File: src/rtl/rf_writeback_queue_pkg.sv
// Shared definitions for the register-file writeback queue.
//   WB_AW / WB_DW : default register index / data widths (32x32 register file)
//   REG_ZERO      : hard-wired zero register; writes to it are discarded
//   wb_entry_t    : one pending write {valid, rW, w}
package rf_writeback_queue_pkg;

  localparam int         WB_AW    = 5;
  localparam int         WB_DW    = 32;
  localparam logic [4:0] REG_ZERO = 5'd0;

  typedef struct packed {
    logic             valid;
    logic [WB_AW-1:0] rW;
    logic [WB_DW-1:0] w;
  } wb_entry_t;

endpackage

File: src/rtl/rf_writeback_queue_if.sv
// Writeback bus between the pipeline and the writeback queue.
//   in_valid/in_ready/in_rW/in_w : request handshake from the pipeline
//   rf_WE/rf_rW/rf_w             : register file write port (RF samples on negedge)
// master = pipeline / RF side, slave = writeback queue.
interface rf_writeback_queue_if
  import rf_writeback_queue_pkg::*;
#(
  parameter int AW = WB_AW,
  parameter int DW = WB_DW
);

  logic          in_valid;
  logic          in_ready;
  logic [AW-1:0] in_rW;
  logic [DW-1:0] in_w;
  logic          rf_WE;
  logic [AW-1:0] rf_rW;
  logic [DW-1:0] rf_w;

  modport master (
    output in_valid, in_rW, in_w,
    input  in_ready, rf_WE, rf_rW, rf_w
  );

  modport slave (
    input  in_valid, in_rW, in_w,
    output in_ready, rf_WE, rf_rW, rf_w
  );

endinterface

File: src/rtl/rf_fwd_lookup.sv
// Forwarding lookup over the pending-write entries.
//   valid/rw/data : entry storage, indexed by slot
//   rd_ptr        : slot of the oldest entry
//   q             : register index being looked up
//   hit/fwd       : a pending entry targets q / data of the youngest such entry
// Register zero never hits.
module rf_fwd_lookup
  import rf_writeback_queue_pkg::*;
#(
  parameter  int DEPTH = 4,
  parameter  int AW    = WB_AW,
  parameter  int DW    = WB_DW,
  localparam int PW    = $clog2(DEPTH)
) (
  input  logic [DEPTH-1:0]         valid,
  input  logic [DEPTH-1:0][AW-1:0] rw,
  input  logic [DEPTH-1:0][DW-1:0] data,
  input  logic [PW-1:0]            rd_ptr,
  input  logic [AW-1:0]            q,
  output logic                     hit,
  output logic [DW-1:0]            fwd
);

  logic [PW-1:0] idx;

  // Walk from oldest to youngest; a later match overwrites an earlier one,
  // so the youngest matching entry wins.
  always_comb begin
    // NOTE: every output gets a default before the loop so no latch is inferred.
    hit = 1'b0;
    fwd = '0;
    idx = '0;
    for (int i = 0; i < DEPTH; i++) begin
      idx = rd_ptr + PW'(i);
      if (valid[idx] && (rw[idx] == q) && (q != AW'(REG_ZERO))) begin
        hit = 1'b1;
        fwd = data[idx];
      end
    end
  end

endmodule

File: src/rtl/rf_writeback_queue.sv
// Writeback queue in front of the 32x32 register file write port.
//   clk, rst        : clock, synchronous active-high reset
//   wb (slave)      : request handshake in, RF write port out
//   drain_en        : head may retire this cycle
//   flush           : drop all pending entries (and any concurrent push)
//   qA/hitA/fwdA    : forwarding lookup A
//   qB/hitB/fwdB    : forwarding lookup B
//   count           : number of pending entries
// Requests to register zero complete the handshake but are never enqueued.
module rf_writeback_queue
  import rf_writeback_queue_pkg::*;
#(
  parameter  int DEPTH = 4,
  parameter  int AW    = WB_AW,
  parameter  int DW    = WB_DW,
  localparam int PW    = $clog2(DEPTH),
  localparam int CW    = PW + 1
) (
  input  logic                  clk,
  input  logic                  rst,
  rf_writeback_queue_if.slave   wb,
  input  logic                  drain_en,
  input  logic                  flush,
  input  logic [AW-1:0]         qA,
  output logic                  hitA,
  output logic [DW-1:0]         fwdA,
  input  logic [AW-1:0]         qB,
  output logic                  hitB,
  output logic [DW-1:0]         fwdB,
  output logic [CW-1:0]         count
);

  logic [DEPTH-1:0]         ent_valid;
  logic [DEPTH-1:0][AW-1:0] ent_rw;
  logic [DEPTH-1:0][DW-1:0] ent_w;
  logic [PW-1:0]            wr_ptr;
  logic [PW-1:0]            rd_ptr;

  logic full;
  logic empty;
  logic enq;
  logic pop;

  assign full  = (count == CW'(DEPTH));
  assign empty = (count == '0);

  // No full-bypass: a pop never frees a slot for a push in the same cycle.
  assign wb.in_ready = !full;

  // Flushed or register-zero requests still complete the handshake.
  assign enq = wb.in_valid && !full && (wb.in_rW != AW'(REG_ZERO)) && !flush;

  // The RF samples on negedge, so the head is written mid-cycle and popped at
  // the following posedge.
  assign pop      = !empty && drain_en && !flush && !rst;
  assign wb.rf_WE = pop;
  assign wb.rf_rW = pop ? ent_rw[rd_ptr] : '0;
  assign wb.rf_w  = pop ? ent_w[rd_ptr]  : '0;

  always_ff @(posedge clk) begin
    // NOTE: sequential state uses non-blocking assignments so every register
    // samples pre-edge values regardless of statement order.
    if (rst || flush) begin
      wr_ptr    <= '0;
      rd_ptr    <= '0;
      count     <= '0;
      ent_valid <= '0;
    end else begin
      if (enq) begin
        ent_valid[wr_ptr] <= 1'b1;
        wr_ptr            <= wr_ptr + PW'(1);
      end
      if (pop) begin
        ent_valid[rd_ptr] <= 1'b0;
        rd_ptr            <= rd_ptr + PW'(1);
      end
      count <= count + CW'(enq) - CW'(pop);
    end
  end

  // NOTE: entry payload is not reset; it is only observed through ent_valid.
  always_ff @(posedge clk) begin
    if (enq) begin
      ent_rw[wr_ptr] <= wb.in_rW;
      ent_w[wr_ptr]  <= wb.in_w;
    end
  end

  rf_fwd_lookup #(.DEPTH(DEPTH), .AW(AW), .DW(DW)) u_lookup_a (
    .valid  (ent_valid),
    .rw     (ent_rw),
    .data   (ent_w),
    .rd_ptr (rd_ptr),
    .q      (qA),
    .hit    (hitA),
    .fwd    (fwdA)
  );

  rf_fwd_lookup #(.DEPTH(DEPTH), .AW(AW), .DW(DW)) u_lookup_b (
    .valid  (ent_valid),
    .rw     (ent_rw),
    .data   (ent_w),
    .rd_ptr (rd_ptr),
    .q      (qB),
    .hit    (hitB),
    .fwd    (fwdB)
  );

endmodule

File: src/flat_wrapper.sv
// flat-port wrapper written by rule: the top's interface ports become plain ports
module rf_writeback_queue_flat import rf_writeback_queue_pkg::*;
#(
  parameter  int DEPTH = 4,
  parameter  int AW    = WB_AW,
  parameter  int DW    = WB_DW,
  localparam int PW    = $clog2(DEPTH),
  localparam int CW    = PW + 1
)
  (clk, rst, drain_en, flush, qA, hitA, fwdA, qB, hitB, fwdB, count, wb_in_valid, wb_in_rW, wb_in_w, wb_in_ready, wb_rf_WE, wb_rf_rW, wb_rf_w);
  rf_writeback_queue_if #(.AW(AW), .DW(DW)) wb_i ();
  input  logic clk;
  input  logic rst;
  input  logic drain_en;
  input  logic flush;
  input  logic [AW-1:0] qA;
  output logic hitA;
  output logic [DW-1:0] fwdA;
  input  logic [AW-1:0] qB;
  output logic hitB;
  output logic [DW-1:0] fwdB;
  output logic [CW-1:0] count;
  input wire logic [$bits(wb_i.in_valid)-1:0] wb_in_valid;
  input wire logic [$bits(wb_i.in_rW)-1:0] wb_in_rW;
  input wire logic [$bits(wb_i.in_w)-1:0] wb_in_w;
  output wire logic [$bits(wb_i.in_ready)-1:0] wb_in_ready;
  output wire logic [$bits(wb_i.rf_WE)-1:0] wb_rf_WE;
  output wire logic [$bits(wb_i.rf_rW)-1:0] wb_rf_rW;
  output wire logic [$bits(wb_i.rf_w)-1:0] wb_rf_w;
  assign wb_i.in_valid = wb_in_valid;
  assign wb_i.in_rW = wb_in_rW;
  assign wb_i.in_w = wb_in_w;
  assign wb_in_ready = wb_i.in_ready;
  assign wb_rf_WE = wb_i.rf_WE;
  assign wb_rf_rW = wb_i.rf_rW;
  assign wb_rf_w = wb_i.rf_w;
  rf_writeback_queue #(.DEPTH(DEPTH), .AW(AW), .DW(DW)) u_core (.clk(clk), .rst(rst), .wb(wb_i), .drain_en(drain_en), .flush(flush), .qA(qA), .hitA(hitA), .fwdA(fwdA), .qB(qB), .hitB(hitB), .fwdB(fwdB), .count(count));
endmodule
File: config.mk
export PLATFORM = sky130hd
export DESIGN_NAME = rf_writeback_queue_flat
export DESIGN_NICKNAME = d
export VERILOG_FILES = /design/src/rtl/rf_writeback_queue_pkg.sv /design/src/rtl/rf_writeback_queue_if.sv /design/src/rtl/rf_fwd_lookup.sv /design/src/rtl/rf_writeback_queue.sv /design/src/flat_wrapper.sv
export SDC_FILE = /design/constraint.sdc
export NUM_CORES = 1
export LEC_CHECK = 0
export CORE_MARGIN = 10
export CORE_UTILIZATION = 25
export DETAILED_ROUTE_END_ITERATION = 10
export PLACE_DENSITY = 0.48
export REMOVE_ABC_BUFFERS = 1
export SETUP_SLACK_MARGIN = 0.1
export SLEW_MARGIN = 25
export SYNTH_ARGS = -nofsm -noshare
export SYNTH_HDL_FRONTEND = slang
export SYNTH_HIERARCHICAL = 1
export SYNTH_SLANG_ARGS = --single-unit
File: constraint.sdc
create_clock -name clk -period 3.65 [get_ports clk]
set_clock_uncertainty 0.05 [all_clocks]
set_input_delay 0.73 -clock clk [delete_from_list [all_inputs] [get_ports clk]]
set_output_delay 0.73 -clock clk [all_outputs]
set_load 0.01 [all_outputs]
==> impl_metrics.ini, run 1 <==
[run_status]
status = finished with violations
violations = setup timing

[place]
post-place-cells = 2793
port_buffers = 159
placed_cell_area_sq_mm = 0.0198
place_congestion = 0.835
post-dp-hpwl_microns = 41100

[clock_tree]
cts_buffer_depth = 2
clk_latency_ps = 490
cts_htree_levels = 4
cts_tree = done
root_buffer = clkbuf_16
cts_buffers = 17
numClockSinks = 159
cts.clk_slew.worst_paths_ps = 70

[setup_path]
criticalPathCategory = register to primary output
crit_required_ps = 2870
slowest_stage = dfxtp_4
crit_path_start_kind = register
cp_max_fo = 10
cp_cell_sequence = buf_12 -> buf_12 -> mux2i_1 -> buf_4 -> buf_4 -> buf_6 -> mux2i_2 -> xnor2_1 -> and4_4 -> o21bai_4 -> buf_4 -> buf_6 -> buf_16 -> a31oi_1 -> a211o_1 -> buf_2
critPathLaunch = u_core/rd_ptr[1]$_SDFFE_PP0P_
ff2ff_setup_slack_ps = 840
reg2reg_from = u_core/count[1]$_SDFF_PP0_
max_stage_delay_ps = 380
critical_path.endpoint_type = primary output
timing.critical_path.mode_cell = buf_4
reg2reg_to = u_core/count[2]$_SDFF_PP0_
arrival_ps = 3360
rr_worst_depth = 12

[die]
die_area_sq_mm = 0.0747
core.rowCount = 92
core_area_sq_mm = 0.0633
die_w_microns = 273
pin_count = 160
dieHeight_microns = 273
initial_core_util = 0.254

[finish]
final_common_cell = mux2i_1
final_cell_mix = 215 x mux2i_1, 213 x nor2_1, 153 x buf_4
stdcell_count = 2940
area_growth_pct = 41.0
post-route-util = 0.357
diodes = 0
drive_above_1_share = 0.324
fin_area_sq_mm = 0.0226
fin_nets = 2144

[yosys]
synthAdderAreaFrac = 0.00904
synth-edff-count = 148
synth_area_sq_mm = 0.0161
synth-simple-area-share = 0.175
synth_seq_area_share = 0.291
ys_ff_latch = 159
muxShareOfSynthArea = 0.257
synth_top_family_by_area = multiplexers
avgSynthCellArea_sq_um = 9.02
postSynthCellCount = 1780
yosysWarnings = 6
synth_compound_area_frac = 0.188
async_flop_share = 0
synth_flop_cell = edfxtp_1
synthDistinctLibCells = 69
synth_xor_area_frac = 0.0278

[sta]
rsz0062_at_grt = yes
slew_violations = 0
worst_slew_pin_slew_ps = 852
slew_headroom = 0.432
timing.final.ws_setup_ps = -493
setup_violations = 66
timing.final.crit_share = 1.14
finalHoldViolCount = 0
fin_crit_ps = 4140
fmax_ghz = 0.241

[detailed_routing]
wl_per_cell_microns = 24.0
route.detailed.drc = 0
drtAntennaViolNets = 0
wirelength_microns = 70700
vias = 15800
first_pass_iters = 7
detail_route.vias_per_cell = 5.37
drt-initial-drc-count = 1432

[grt]
grt_max_degree = 69
grt_overflow_total = 0
track_usage = 0.182
antenna_found_initial = 2
grt_pass1_vias = 15800
grt_pass1_wl_microns = 103000

[flow_run]
maxCapViolCount = 0

[pwr]
p_leak_uw = 0.00834
power.internal_uw = 3250
pwr-share-seq = 0.472
p_switching_uw = 1100
pwr-share-clk = 0.406
power.density_mw_per_mm2 = 192
p_comb_frac = 0.122
ir_drop_mv = 0.352
p_sw_frac = 0.253

[hold_path]
hp-class = register to register
hp-start = u_core/wr_ptr[1]$_SDFFE_PP0N_
holdPathStages = 2
min_to = u_core/wr_ptr[1]$_SDFFE_PP0N_
[timing repair]
action / CTS / global route
pin swaps: 85 / 77
setup buffers: 64 / 28
gates cloned: 23 / 2
endpoints found under the setup margin: 99 / 88
gates resized for setup: 413 / 117
hold buffers: 0 / 0
[cells by family after synthesis]
kind of cell	Yosys count
muxes	354
AOI/OAI and AO/OA	436
xor gates and xnor gates	51
buffers and inverters	181
adders and majority gates	11
DFF	159
and+or+nand+nor	588
[state kept, by name (all words and copies together) (netlist names)]
register          flops
u_core/ent_w        128
u_core/ent_rw        20
u_core/ent_valid      4
u_core/count          3
u_core/rd_ptr         2
u_core/wr_ptr         2
[final cells by class]
type,instances,area [sq um]
fill,6412,40700
timing repair buffer,443,5120
inverter,19,71.3
tap,846,1060
multi-input combinational,1441,11100
sequential,159,4670
clock inverter,10,75.1
clock buffer,22,497
[synthesized netlist by cell type, drive strengths merged, types with 17 or more instances]
| library cell | count | share of area |
|---|---|---|
| o21ai | 82 | 0.026 |
| o21a | 52 | 0.024 |
| buf | 86 | 0.031 |
| mux2 | 80 | 0.057 |
| nor2b | 45 | 0.018 |
| o211ai | 22 | 0.013 |
| nand2 | 152 | 0.036 |
| and2 | 26 | 0.010 |
| nor2 | 217 | 0.051 |
| xnor2 | 33 | 0.018 |
| clkbuf | 76 | 0.018 |
| a211o | 48 | 0.026 |
| xor2 | 18 | 0.0098 |
| inv | 17 | 0.0040 |
| a21oi | 112 | 0.035 |
| nand2b | 49 | 0.019 |
| mux2i | 237 | 0.15 |
| edfxtp | 148 | 0.28 |
| a31oi | 48 | 0.019 |
| or2 | 70 | 0.027 |
| mux4 | 37 | 0.052 |
[worst max-delay path, delay by kind of cell, from the launching register on]
family          cells  cell delay [ps]
mux                 2              280
xor+xnor            1              150
compound gates      3              530
flops               1              380
simple gates        1              260
buf+inv             9             1230
[power by group through the flow]
| stage | Clock (uW) | Sequential, uW | Combinational, uW |
|---|---|---|---|
| final | 1770 | 2050 | 530 |
| after global routing | 1890 | 2060 | 569 |
| after floorplan | 0 | 2090 | 243 |
| after CTS | 1830 | 2050 | 517 |
| after detailed placement | 0 | 2090 | 481 |
| after global placement | 0 | 2090 | 474 |
[stage by stage]
| step | setup TNS [ps] | setup WS (ps) | hold WS, ps | total power, uW |
|---|---|---|---|---|
| 2_1_floorplan | -1094160 | -10870 | 418 | 2340 |
| 6_report | -27450 | -493 | 457 | 4350 |
| 5_1_grt | -35390 | -597 | 478 | 4520 |
| 4_1_cts | -29460 | -541 | 461 | 4400 |
| 3_3_place_gp | -56860 | -1070 | 436 | 2560 |
| 3_5_place_dp | -59090 | -1080 | 451 | 2570 |
[routing by layer]
metal  vias to the layer above  wire length [microns]  global-route usage
met1                      7820                  31100               0.237
met3                       129                   4330              0.0298
met5                         -                      8                   0
li1                       7131                      -                   -
met4                         2                   2380              0.0752
met2                       702                  32900               0.296
[worst max path at each step]
stage	end	slack, ps	depth (start not counted)
after floorplan	fwdA[0]	-10870	7
after global placement	fwdA[2]	-1070	11
after detailed placement	fwdA[2]	-1080	10
after CTS	fwdA[2]	-540	16
after global routing	fwdA[31]	-600	15
final	fwdA[1]	-490	16
Note: power is estimated with default switching activity, not from simulation.
==> run 2, diff against run 1 <==
CTS_CLUSTER_SIZE = 25   (was unset)
PLACE_DENSITY = 0.5   (was 0.48)
SYNTH_HIERARCHICAL = unset   (was 1)
==> impl_metrics.ini, run 2 <==
[finish]
final_cell_mix = 148 x edfxtp_1, 107 x buf_4, 94 x o21ai_0
largest_reg_flops = 128
fin_nets = 1249
fin_area_sq_mm = 0.0165
largest_register = u_core.ent_w
area_growth_pct = 47.2
final_common_cell = edfxtp_1
drive_above_1_share = 0.444
top_regs = u_core.ent_w: 128 flops, u_core.ent_rw: 20 flops, u_core.ent_valid: 4 flops

[place]
post-dp-hpwl_microns = 28200
placed_cell_area_sq_mm = 0.0143
place_congestion = 0.807
port_buffers = 159
post-place-ws_ps = -618

[detailed_routing]
drtAntennaViolNets = 0
drt-initial-drc-count = 691
detail_route.vias_per_cell = 5.44
route.detailed.drc = 0
wirelength_microns = 44700
wl_per_cell_microns = 24.9
vias = 9742
first_pass_iters = 5

[yosys]
synth_area_leaders = edfxtp_1 40%, mux4_2 17%, a221oi_1 4.6%
async_flop_share = 0
yosys.area.top_type = edfxtp_1
avgSynthCellArea_sq_um = 12.1
postSynthCellCount = 926
synth_top_area_share = 0.396
ys_top_cells_by_count = 148 x edfxtp_1, 96 x o21ai_0, 85 x mux4_2
synth.most_common_cell = edfxtp_1
synthDistinctLibCells = 51
synth_seq_area_share = 0.415
synth-edff-count = 148
synth_area_sq_mm = 0.0112
synth_flop_cell = edfxtp_1
yosysWarnings = 0
ys_ff_latch = 159

[setup_path]
crit_required_ps = 2870
reg2reg_from = u_core.count[1]$_SDFF_PP0_
critPathLaunch = u_core.rd_ptr[1]$_SDFFE_PP0N_
arrival_ps = 3420
ff2ff_setup_slack_ps = 1290
criticalPathCategory = register to primary output
cp_max_fo = 7
critical_path.endpoint_type = primary output
crit_path_start_kind = register

[die]
core_area_sq_mm = 0.0443
pin_count = 160
dieHeight_microns = 232
initial_core_util = 0.253
die_w_microns = 232
die_area_sq_mm = 0.0538
core.rowCount = 77

[sta]
finalSetupTns_ps = -28510
slew_headroom = 0.630
rsz0062_at_grt = yes
worst_slew_pin_slew_ps = 552
fin_crit_ps = 4200
finalHoldViolCount = 0
setup_violations = 66
slew_violations = 0
timing.final.crit_share = 1.15
timing.final.ws_setup_ps = -553
fmax_ghz = 0.238
final.hold.worst_slack_ps = 466

[run_status]
status = finished with violations
violations = setup timing

[clock_tree]
root_buffer = clkbuf_16
cts_tree = done
cts_buffers = 17
ctsHoldBuffers = 0
cts_buffer_depth = 2
cts_htree_levels = 4
numClockSinks = 159
clk_latency_ps = 430
cts.clk_slew.worst_paths_ps = 60

[grt]
grt_pass1_wl_microns = 64200
antenna_found_initial = 6
grt_pass1_vias = 9780
track_usage = 0.157
grt_max_degree = 41
grt_overflow_total = 0

[flow_run]
maxCapViolCount = 0

[pwr]
ir_drop_mv = 0.282
finalPower_uw = 4230
power.density_mw_per_mm2 = 256
p_leak_uw = 0.00563

[hold_path]
hp-start = u_core.ent_valid[3]$_SDFF_PP0_
hp-class = register to register
-- run 2: metrics by stage --
stage,util,instances
5_1_grt,0.373,1792
3_3_place_gp,0.323,1689
3_5_place_dp,0.323,1689
6_report,0.373,1792
4_1_cts,0.356,1760
2_1_floorplan,-,823
-- run 2: final cells by class --
| type | count | area (sq um) |
|---|---|---|
| clock buffers | 18 | 429 |
| clock inverters | 14 | 131 |
| repair buffers | 344 | 3680 |
| flip-flops and latches | 159 | 4670 |
| well taps | 592 | 741 |
| multi-input cells | 654 | 6830 |
| fillers | 4295 | 27800 |
| inverters | 10 | 40.0 |
| diodes | 1 | 2.50 |
-- run 2: logic make-up (layout without fill, tap and decap cells) --
kind of cell | count (synthesis) | in the layout | share of synthesized area
AOI/OAI and AO/OA | 281 | 281 | 0.172
xor gates and xnor gates | 44 | 44 | 0.0363
adders and majority gates | 11 | 11 | 0.0129
buffers and inverters | 113 | 386 | 0.0505
DFF | 159 | 159 | 0.415
muxes | 163 | 163 | 0.245
other | 0 | 1 | 0
and+or+nand+nor | 155 | 155 | 0.0671
-- run 2: final timing paths --
kind                                                       end  cells after the start
worst max-delay path                                   fwdA[0]                     13
worst min-delay path            u_core.ent_valid[3]$_SDFF_PP0_                      1
worst max register to register      u_core.count[2]$_SDFF_PP0_                     11
worst min register to register  u_core.ent_valid[3]$_SDFF_PP0_                      1
-- run 2: routing by layer --
metal	track usage	wire length, microns	vias to the layer above
li1	-	-	4345
met1	0.200	19000	5015
met2	0.267	22300	324
met3	0.0301	2560	50
met4	0.0427	707	8
met5	0	53	-
-- run 2: where the power goes --
part           internal [uW]  total (uW)  switching (uW)
registers               2020        2040            19.0
clock network            949        1720             771
logic                    237         471             234
total                   3210        4230            1020
-- run 2: critical path, stage by stage (launching register included) --
cell      delay, ps
dfxtp_4         350
inv_2            50
ha_4            320
buf_12          120
mux4_2          570
xnor2_2         170
and4_4          190
a211oi_4        270
buf_12          200
buf_16          170
buf_12          130
a221oi_2         50
o22ai_1         230
buf_2           180
-- run 2: what timing repair did --
action | in CTS | in global routing
endpoints found under the setup margin | 89 | 86
setup buffers | 28 | 27
resized for setup | 376 | 72
cloned | 12 | 5
pin swaps | 85 | 32
==> run 3, diff against run 2 <==
GPL_TIMING_DRIVEN = 1   (was unset)
==> results of run 3 <==
Same layout as run 2: the final DEF is identical, and so are final timing and power.
